==> config.mk <==
export PLATFORM = sky130hd
export DESIGN_NAME = scircuit_stats_collector
export DESIGN_NICKNAME = d
export VERILOG_FILES = /design/src/rtl/scircuit_pkg.sv /design/src/rtl/scircuit_valid_pipe.sv /design/src/rtl/scircuit_stats_collector.sv
export SDC_FILE = /design/constraint.sdc
export NUM_CORES = 1
export LEC_CHECK = 0
export BUFFER_PORTS_ARGS = -buffer_cell sky130_fd_sc_hd__buf_2
export CAP_MARGIN = 10
export CORE_ASPECT_RATIO = 0.8
export CORE_UTILIZATION = 50
export DETAILED_ROUTE_END_ITERATION = 10
export HOLD_SLACK_MARGIN = 0.02
export PLACE_DENSITY = 0.78
export SKIP_CTS_REPAIR_TIMING = 1
export SLEW_MARGIN = 20
export SYNTH_ARGS = -nofsm -noshare
export SYNTH_HDL_FRONTEND = slang
export SYNTH_HIERARCHICAL = 1
export SYNTH_SLANG_ARGS = --single-unit
==> constraint.sdc <==
create_clock -name clk -period 6.17 [get_ports clk]
set_input_delay 0.617 -clock clk [delete_from_list [all_inputs] [get_ports clk]]
set_output_delay 0.617 -clock clk [all_outputs]
set_load 0.02 [all_outputs]
==> src/rtl/scircuit_pkg.sv <==
// Shared definitions for the scircuit statistics collector: default width,
// FSM state type and the frame-sum width helper.
package scircuit_pkg;

    localparam int DEF_DATAWIDTH = 32;

    typedef enum logic {
        FIRST,
        ACCUM
    } state_e;

    // The sum grows by log2(frame length) bits so a full frame can never wrap.
    function automatic int sum_width(input int data_width, input int frame_len);
        return data_width + $clog2(frame_len);
    endfunction

endpackage

==> src/rtl/scircuit_valid_pipe.sv <==
// LAT-stage 1-bit shift register that delays operand-issue valid until the
// matching x/z result leaves the upstream datapath.
module scircuit_valid_pipe #(
    parameter int LAT = 2
) (
    input  logic clk,
    input  logic rst,
    input  logic in_valid,
    output logic out_valid
);

    logic [LAT-1:0] pipe_q;
    logic [LAT-1:0] pipe_d;

    always_comb begin
        pipe_d = LAT'({pipe_q, in_valid});
    end

    // Cleared on reset so valids already in flight cannot fabricate samples.
    always_ff @(posedge clk) begin
        if (rst) begin
            pipe_q <= '0;
        end else begin
            pipe_q <= pipe_d;
        end
    end

    assign out_valid = pipe_q[LAT-1];

endmodule

==> src/rtl/scircuit_stats_collector.sv <==
// Per-frame statistics over the scircuit x/z result stream: signed sum of x,
// signed max/min of z, delivered through a one-entry valid/ready buffer.
module scircuit_stats_collector
    import scircuit_pkg::*;
#(
    parameter int DATAWIDTH = DEF_DATAWIDTH,
    parameter int FRAME_LEN = 8,
    parameter int LAT       = 2
) (
    input  logic                                           clk,
    input  logic                                           rst,
    input  logic                                           in_valid,
    input  logic signed [DATAWIDTH-1:0]                    x,
    input  logic signed [DATAWIDTH-1:0]                    z,
    input  logic                                           out_ready,
    output logic                                           out_valid,
    output logic signed [DATAWIDTH+$clog2(FRAME_LEN)-1:0]  sum_x,
    output logic signed [DATAWIDTH-1:0]                    max_z,
    output logic signed [DATAWIDTH-1:0]                    min_z,
    output logic                                           overflow
);

    localparam int SUM_W = sum_width(DATAWIDTH, FRAME_LEN);
    localparam int CNT_W = $clog2(FRAME_LEN);
    localparam logic [CNT_W-1:0] LAST_CNT = CNT_W'(FRAME_LEN - 1);

    logic smp_valid;

    scircuit_valid_pipe #(
        .LAT(LAT)
    ) u_valid_pipe (
        .clk      (clk),
        .rst      (rst),
        .in_valid (in_valid),
        .out_valid(smp_valid)
    );

    state_e                      state_q,     state_d;
    logic [CNT_W-1:0]            cnt_q,       cnt_d;
    logic signed [SUM_W-1:0]     acc_sum_q,   acc_sum_d;
    logic signed [DATAWIDTH-1:0] acc_max_q,   acc_max_d;
    logic signed [DATAWIDTH-1:0] acc_min_q,   acc_min_d;
    logic                        out_valid_q, out_valid_d;
    logic signed [SUM_W-1:0]     sum_q,       sum_d;
    logic signed [DATAWIDTH-1:0] max_q,       max_d;
    logic signed [DATAWIDTH-1:0] min_q,       min_d;
    logic                        overflow_q,  overflow_d;

    logic signed [SUM_W-1:0]     x_ext;
    logic signed [SUM_W-1:0]     fold_sum;
    logic signed [DATAWIDTH-1:0] fold_max;
    logic signed [DATAWIDTH-1:0] fold_min;
    logic                        frame_done;
    logic                        buf_free;

    always_comb begin
        // NOTE: every signal gets a default before any branch, so no path leaves one unassigned and infers a latch.
        state_d     = state_q;
        cnt_d       = cnt_q;
        acc_sum_d   = acc_sum_q;
        acc_max_d   = acc_max_q;
        acc_min_d   = acc_min_q;
        out_valid_d = out_valid_q;
        sum_d       = sum_q;
        max_d       = max_q;
        min_d       = min_q;
        overflow_d  = overflow_q;

        // The fold values are what the accumulators become if this sample is taken.
        x_ext    = {{(SUM_W-DATAWIDTH){x[DATAWIDTH-1]}}, x};
        fold_sum = (state_q == FIRST) ? x_ext : acc_sum_q + x_ext;
        fold_max = (state_q == FIRST || z > acc_max_q) ? z : acc_max_q;
        fold_min = (state_q == FIRST || z < acc_min_q) ? z : acc_min_q;

        frame_done = smp_valid && (state_q == ACCUM) && (cnt_q == LAST_CNT);
        buf_free   = !out_valid_q || out_ready;

        if (smp_valid) begin
            acc_sum_d = fold_sum;
            acc_max_d = fold_max;
            acc_min_d = fold_min;
            if (state_q == FIRST) begin
                state_d = ACCUM;
                cnt_d   = CNT_W'(1);
            end else if (frame_done) begin
                state_d = FIRST;
                cnt_d   = '0;
            end else begin
                cnt_d = cnt_q + CNT_W'(1);
            end
        end

        // A completed frame may replace a result leaving in this same cycle.
        if (frame_done && buf_free) begin
            out_valid_d = 1'b1;
            sum_d       = fold_sum;
            max_d       = fold_max;
            min_d       = fold_min;
        end else if (frame_done) begin
            overflow_d = 1'b1;
        end else if (out_valid_q && out_ready) begin
            out_valid_d = 1'b0;
        end
    end

    // NOTE: sequential state uses non-blocking assignments only, so every flop samples pre-edge values.
    always_ff @(posedge clk) begin
        if (rst) begin
            state_q     <= FIRST;
            cnt_q       <= '0;
            acc_sum_q   <= '0;
            acc_max_q   <= '0;
            acc_min_q   <= '0;
            out_valid_q <= 1'b0;
            sum_q       <= '0;
            max_q       <= '0;
            min_q       <= '0;
            overflow_q  <= 1'b0;
        end else begin
            state_q     <= state_d;
            cnt_q       <= cnt_d;
            acc_sum_q   <= acc_sum_d;
            acc_max_q   <= acc_max_d;
            acc_min_q   <= acc_min_d;
            out_valid_q <= out_valid_d;
            sum_q       <= sum_d;
            max_q       <= max_d;
            min_q       <= min_d;
            overflow_q  <= overflow_d;
        end
    end

    assign out_valid = out_valid_q;
    assign sum_x     = sum_q;
    assign max_z     = max_q;
    assign min_z     = min_q;
    assign overflow  = overflow_q;

endmodule

==> results_dict.tcl, run 1 <==
set metrics [dict create \
    synthDistinctLibCells 67 \
    dieHeight_microns 139 \
    crit_buf_inv 1 \
    ant_nets 0 \
    grt_pass1_vias 10200 \
    powerDensity_nw_per_um2 233 \
    drv_cap 0 \
    antenna_found_initial 3 \
    rows 49 \
    synth_seq_cells 206 \
    dp_hpwl_mm 20.8 \
    dr.pass1.iters 5 \
    arrival_ns 3.92 \
    grt_max_degree 186 \
    grt_pass1_wl_mm 51.2 \
    clockBufferDepth 3 \
    path_cells "inv_1, ha_1, nand4_1, or3_1, o21bai_1, a21oi_1, o31a_1, o31ai_4, nand2_2, mux2i_1, nor2_1" \
    rsz0062_at_grt "no" \
    avgSynthCellArea_sq_um 8.26 \
    cp.required_ns 6.53 \
    crit_path_end_kind "flip-flop" \
    ys.flop_type "dfxtp_1" \
    cts.clk_slew.worst_paths_ns 0.06 \
    grt_use_total 0.252 \
    yosysSeqAreaShare 0.352 \
    finalNonFillerCells 1844 \
    netlist_area_sq_um 11700 \
    pre_cts_ws_ns 2.19 \
    drive_gt1_frac 0.155 \
    dp.cells 1800 \
    hp-class "primary input to flip-flop" \
    multi_input_area_sq_um 6920 \
    cts-root-buf "clkbuf_16" \
    final_cell_mix "dfxtp_1 (204), buf_2 (167), a21oi_1 (134), nor2_1 (126), o21ai_0 (123)" \
    syn_inst 1420 \
    cp_slowest_cell "nand2_2" \
    final_nets 1688 \
    post_drt_wl_per_cell_microns 16.9 \
    async_flop_share 0 \
    finalCritPeriodShare 0.577 \
    yosys_warnings 6 \
    fillers 2046 \
    peakVddDrop_mv 0.151 \
    synth_edf_count 0 \
    clkLatencyLatePin_ns 0.51 \
    io_buffers 168 \
    core_area_sq_um 22700 \
    syn2layout_area_growth_pct 14.1 \
    via_per_inst 5.85 \
    slew_viol_final 0 \
    vias 10800 \
    setup-tns-final_ns 0 \
    drcViolationCount 0 \
    tightest_slew_ns 1.11 \
    status "complete, no violations" \
    final-seq-area_sq_um 4130 \
    maxSlewHeadroom 0.261 \
    fin_crit_ns 3.56 \
    clock_skew_ns 0.00843 \
    cts_tree "built" \
    cts_buffers 23 \
    htreeDepth 1 \
    crit_type "flip-flop to flip-flop" \
    cpLargestDelayFamily "simple AND/OR/NAND/NOR gates" \
    r2r_slack_ns 2.61 \
    start_util 0.516 \
    clock_sinks 206 \
    cp-start-kind "flip-flop" \
    clock.fmax_ghz 0.281 \
    setup_slack_ns 2.61 \
    finalSetupViolations 0 \
    fp.dieW_microns 173 \
    die_area_sq_um 24100 \
    synth_nets 1588 \
    max_stage_delay_ns 0.84 \
    leakagePower_uw 0.00579 \
    layout_commonest_cell "dfxtp_1" \
    first_iter_violations 893 \
    hold_violations 0 \
    drt-total-wl_mm 31.1 \
    gp_congestion 0.885 \
    grt-ovfl-total 0 \
    path_max_fanout 32 \
    io_pins 169 \
]
## worst paths after layout
| kind | start | endpoint | cells past startpoint |
|---|---|---|---|
| hold reg to reg | u_valid_pipe/pipe_q[0] | u_valid_pipe/pipe_q[1] | 1 |
| setup reg to reg | acc_max_q[15] | acc_max_q[8] | 11 |
| hold / removal | in_valid | u_valid_pipe/pipe_q[0] | 2 |
| setup / recovery | acc_max_q[15] | acc_max_q[8] | 11 |
## metal layers
| layer | GRT usage | up-vias | share of wire |
|---|---|---|---|
| met2 | 0.395 | 318 | 0.43 |
| met3 | 0.0482 | 46 | 0.061 |
| met4 | 0.0624 | 0 | 0.022 |
| li1 | - | 5341 | - |
| met5 | 0 | - | 0 |
| met1 | 0.355 | 5089 | 0.48 |
## cells in the mapped netlist (2+ instances only)
library cell / instances / area share
dfxtp_1: 206 / 0.35
a21oi_1: 134 / 0.057
nor2_1: 126 / 0.040
o21ai_0: 123 / 0.052
ha_1: 99 / 0.11
clkbuf_1: 83 / 0.027
inv_1: 77 / 0.025
mux2i_1: 57 / 0.049
nand3_1: 51 / 0.022
nand4_1: 51 / 0.027
nand2_1: 46 / 0.015
nor2b_1: 45 / 0.024
a21o_1: 44 / 0.028
a211oi_1: 41 / 0.026
a31oi_1: 41 / 0.022
o31ai_1: 34 / 0.022
xnor2_1: 20 / 0.015
buf_2: 11 / 0.0047
nand2b_1: 11 / 0.0059
nor3_1: 10 / 0.0043
xor2_1: 10 / 0.0075
o21a_1: 9 / 0.0058
and3_1: 8 / 0.0043
buf_1: 7 / 0.0022
o211ai_1: 7 / 0.0045
o22ai_1: 7 / 0.0037
a311oi_1: 5 / 0.0037
o21bai_1: 4 / 0.0026
a21boi_0: 3 / 0.0019
and2_1: 3 / 0.0016
buf_4: 3 / 0.0019
a211o_1: 2 / 0.0015
and3_2: 2 / 0.0013
mux2_2: 2 / 0.0019
nand2_2: 2 / 0.0011
o211a_1: 2 / 0.0017
o311a_1: 2 / 0.0017
o31a_1: 2 / 0.0015
or3_1: 2 / 0.0011
## where the power goes
part	switching (uW)	internal (uW)	total, uW
sequential	20.0	1360	1380
combinational	268	178	446
clock	568	724	1290
total	855	2260	3120
## worst register-to-register path, cell delays in order (launching register included)
cell and delay, ns:
dfxtp_1 0.34, inv_1 0.06, ha_1 0.31, nand4_1 0.24
or3_1 0.47, o21bai_1 0.27, a21oi_1 0.21, o31a_1 0.22
o31ai_4 0.09, nand2_2 0.84, mux2i_1 0.30, nor2_1 0.06
## state kept, by name, summed over array words and instances, names as in the netlist
signal	flops
acc_min_q	32
acc_max_q	32
min_z	32
max_z	32
u_valid_pipe/pipe_q	2
state_q	1
out_valid	1
overflow	1
acc_sum_q	35
cnt_q	3
sum_x	35
## cell families (layout without fill, tap and decap cells)
| kind of cell | Yosys count | count (layout) | share of synthesized area |
|---|---|---|---|
| buf+inv | 182 | 297 | 0.0605 |
| fa+ha+maj | 100 | 100 | 0.107 |
| xor+xnor | 30 | 30 | 0.0224 |
| simple gates | 365 | 365 | 0.154 |
| compound gates | 478 | 478 | 0.253 |
| flops | 206 | 206 | 0.352 |
| mux | 59 | 59 | 0.0506 |
| other cells | 0 | 3 | 0 |
## metrics by stage
stage,hold slack (ns),area [sq um],power [uW],utilization
2_1_floorplan,0.414,11700,1720,-
3_3_place_gp,0.420,12700,1830,0.557
3_5_place_dp,0.425,12700,1840,0.557
4_1_cts,0.334,13400,3130,0.587
5_1_grt,0.341,13400,3240,0.588
6_report,0.358,13400,3120,0.588
## layout make-up
class	count	area share
diodes	3	0.000561
clock buffers	30	0.0472
clock inverters	10	0.00496
inverters	77	0.0216
multi-input cells	1032	0.517
flip-flops and latches	206	0.309
well taps	306	0.0286
repair buffers	180	0.0712
(Power assumes the default switching activity.)
==> inputs of run 2 (changes only) <==
- PLACE_DENSITY: 0.78 -> 0.81
- clock period: 6.17 -> 3.1 ns (I/O delays scaled with it)
==> results_dict.tcl, run 2 (same netlist as run 1, synthesis figures left out) <==
set metrics [dict create \
    status "complete, no violations" \
    die_area_sq_um 24100 \
    start_util 0.516 \
    clock_skew_ns 0.0171 \
    final_cell_mix "dfxtp_1 (204), buf_2 (167), a21oi_1 (133), nor2_1 (126), o21ai_0 (123)" \
    cts-root-buf "clkbuf_16" \
    setup-tns-final_ns 0 \
    grt_use_total 0.263 \
    dr.pass1.iters 5 \
    grt-ovfl-total 0 \
    drt-total-wl_mm 32.7 \
    drcViolationCount 0 \
    finalSetupViolations 0 \
    drive_gt1_frac 0.177 \
    via_per_inst 5.90 \
    final_nets 1722 \
    fp.dieW_microns 173 \
    grt_pass1_wl_mm 52.7 \
    layout_commonest_cell "dfxtp_1" \
    powerDensity_nw_per_um2 474 \
    clock_sinks 206 \
    syn2layout_area_growth_pct 18.2 \
    leakagePower_uw 0.00606 \
    hold_violations 0 \
    io_buffers 168 \
    dieHeight_microns 139 \
    fillers 2017 \
    cp-start-kind "flip-flop" \
    ant_nets 0 \
    cts.clk_slew.worst_paths_ns 0.06 \
    clock.fmax_ghz 0.335 \
    cp.required_ns 3.49 \
    hp-class "primary input to flip-flop" \
    arrival_ns 3.37 \
    multi_input_area_sq_um 6950 \
    clkLatencyLatePin_ns 0.51 \
    post_drt_wl_per_cell_microns 17.4 \
    power_uw 6570 \
    grt_max_degree 67 \
    rows 49 \
    htreeDepth 1 \
    tightest_slew_ns 0.806 \
    grt_pass1_vias 10400 \
    clockBufferDepth 3 \
    hold_ws_ns 0.0624 \
    crit_type "flip-flop to flip-flop" \
    first_iter_violations 950 \
    io_pins 169 \
    final_util 0.609 \
    cts_buffers 22 \
    fin_crit_ns 2.98 \
    path_max_fanout 55 \
    cts_tree "built" \
    crit_path_end_kind "flip-flop" \
    rsz0062_at_grt "yes" \
    finalCritPeriodShare 0.962 \
    antenna_found_initial 2 \
    peakVddDrop_mv 0.390 \
    drv_cap 0 \
    final-seq-area_sq_um 4130 \
    slew_viol_final 0 \
    maxSlewHeadroom 0.462 \
    vias 11100 \
    dp_hpwl_mm 22.6 \
    core_area_sq_um 22700 \
    gp_congestion 0.921 \
]
-- run 2: worst max-delay path: stages, from the launching register on --
cell	delay, ns
dfxtp_1	0.34
inv_1	0.07
ha_1	0.30
nand4_1	0.18
or3_1	0.40
o21bai_1	0.21
o211ai_1	0.16
a211oi_2	0.14
o31ai_4	0.40
buf_12	0.28
mux2i_1	0.27
a21oi_1	0.09
-- run 2: where the power goes --
| part | switching [uW] | leakage, uW | internal, uW |
|---|---|---|---|
| combinational | 565 | 0.00399 | 389 |
| clock | 1120 | 0.000395 | 1770 |
| sequential | 32.8 | 0.00167 | 2700 |
| total | 1710 | 0.00606 | 4860 |
-- run 2: cell type report --
type / count / area share
antenna: 1 / 0.000181
tap: 306 / 0.0276
sequential: 206 / 0.298
timing repair buffer: 215 / 0.0948
clock buffer: 33 / 0.0493
inverter: 77 / 0.0209
multi-input combinational: 1032 / 0.501
clock inverter: 7 / 0.00795
-- run 2: layer usage --
metal	track usage	part of all wire
met1	0.375	0.49
met2	0.410	0.44
met3	0.0458	0.060
met4	0.0643	0.017
met5	0	0.00031
-- run 2: per-stage QoR --
stage               cell area, sq um  worst slack [ns]  cells
global route                   13900           -0.0369   1877
global placement               13000             0.142   1835
floorplan                      11700             0.471   1420
detailed placement             13000            0.0668   1835
finish                         13900             0.117   1877
CTS                            13800             0.165   1875
-- run 2: worst paths after layout --
kind	start	end	slack, ns	depth (start not counted)
worst max-delay path	acc_max_q[15]	max_z[0]	0.12	11
worst min-delay path	in_valid	u_valid_pipe/pipe_q[0]	0.06	2
worst max register to register	acc_max_q[15]	max_z[0]	0.12	11
worst min register to register	u_valid_pipe/pipe_q[0]	u_valid_pipe/pipe_q[1]	0.44	1
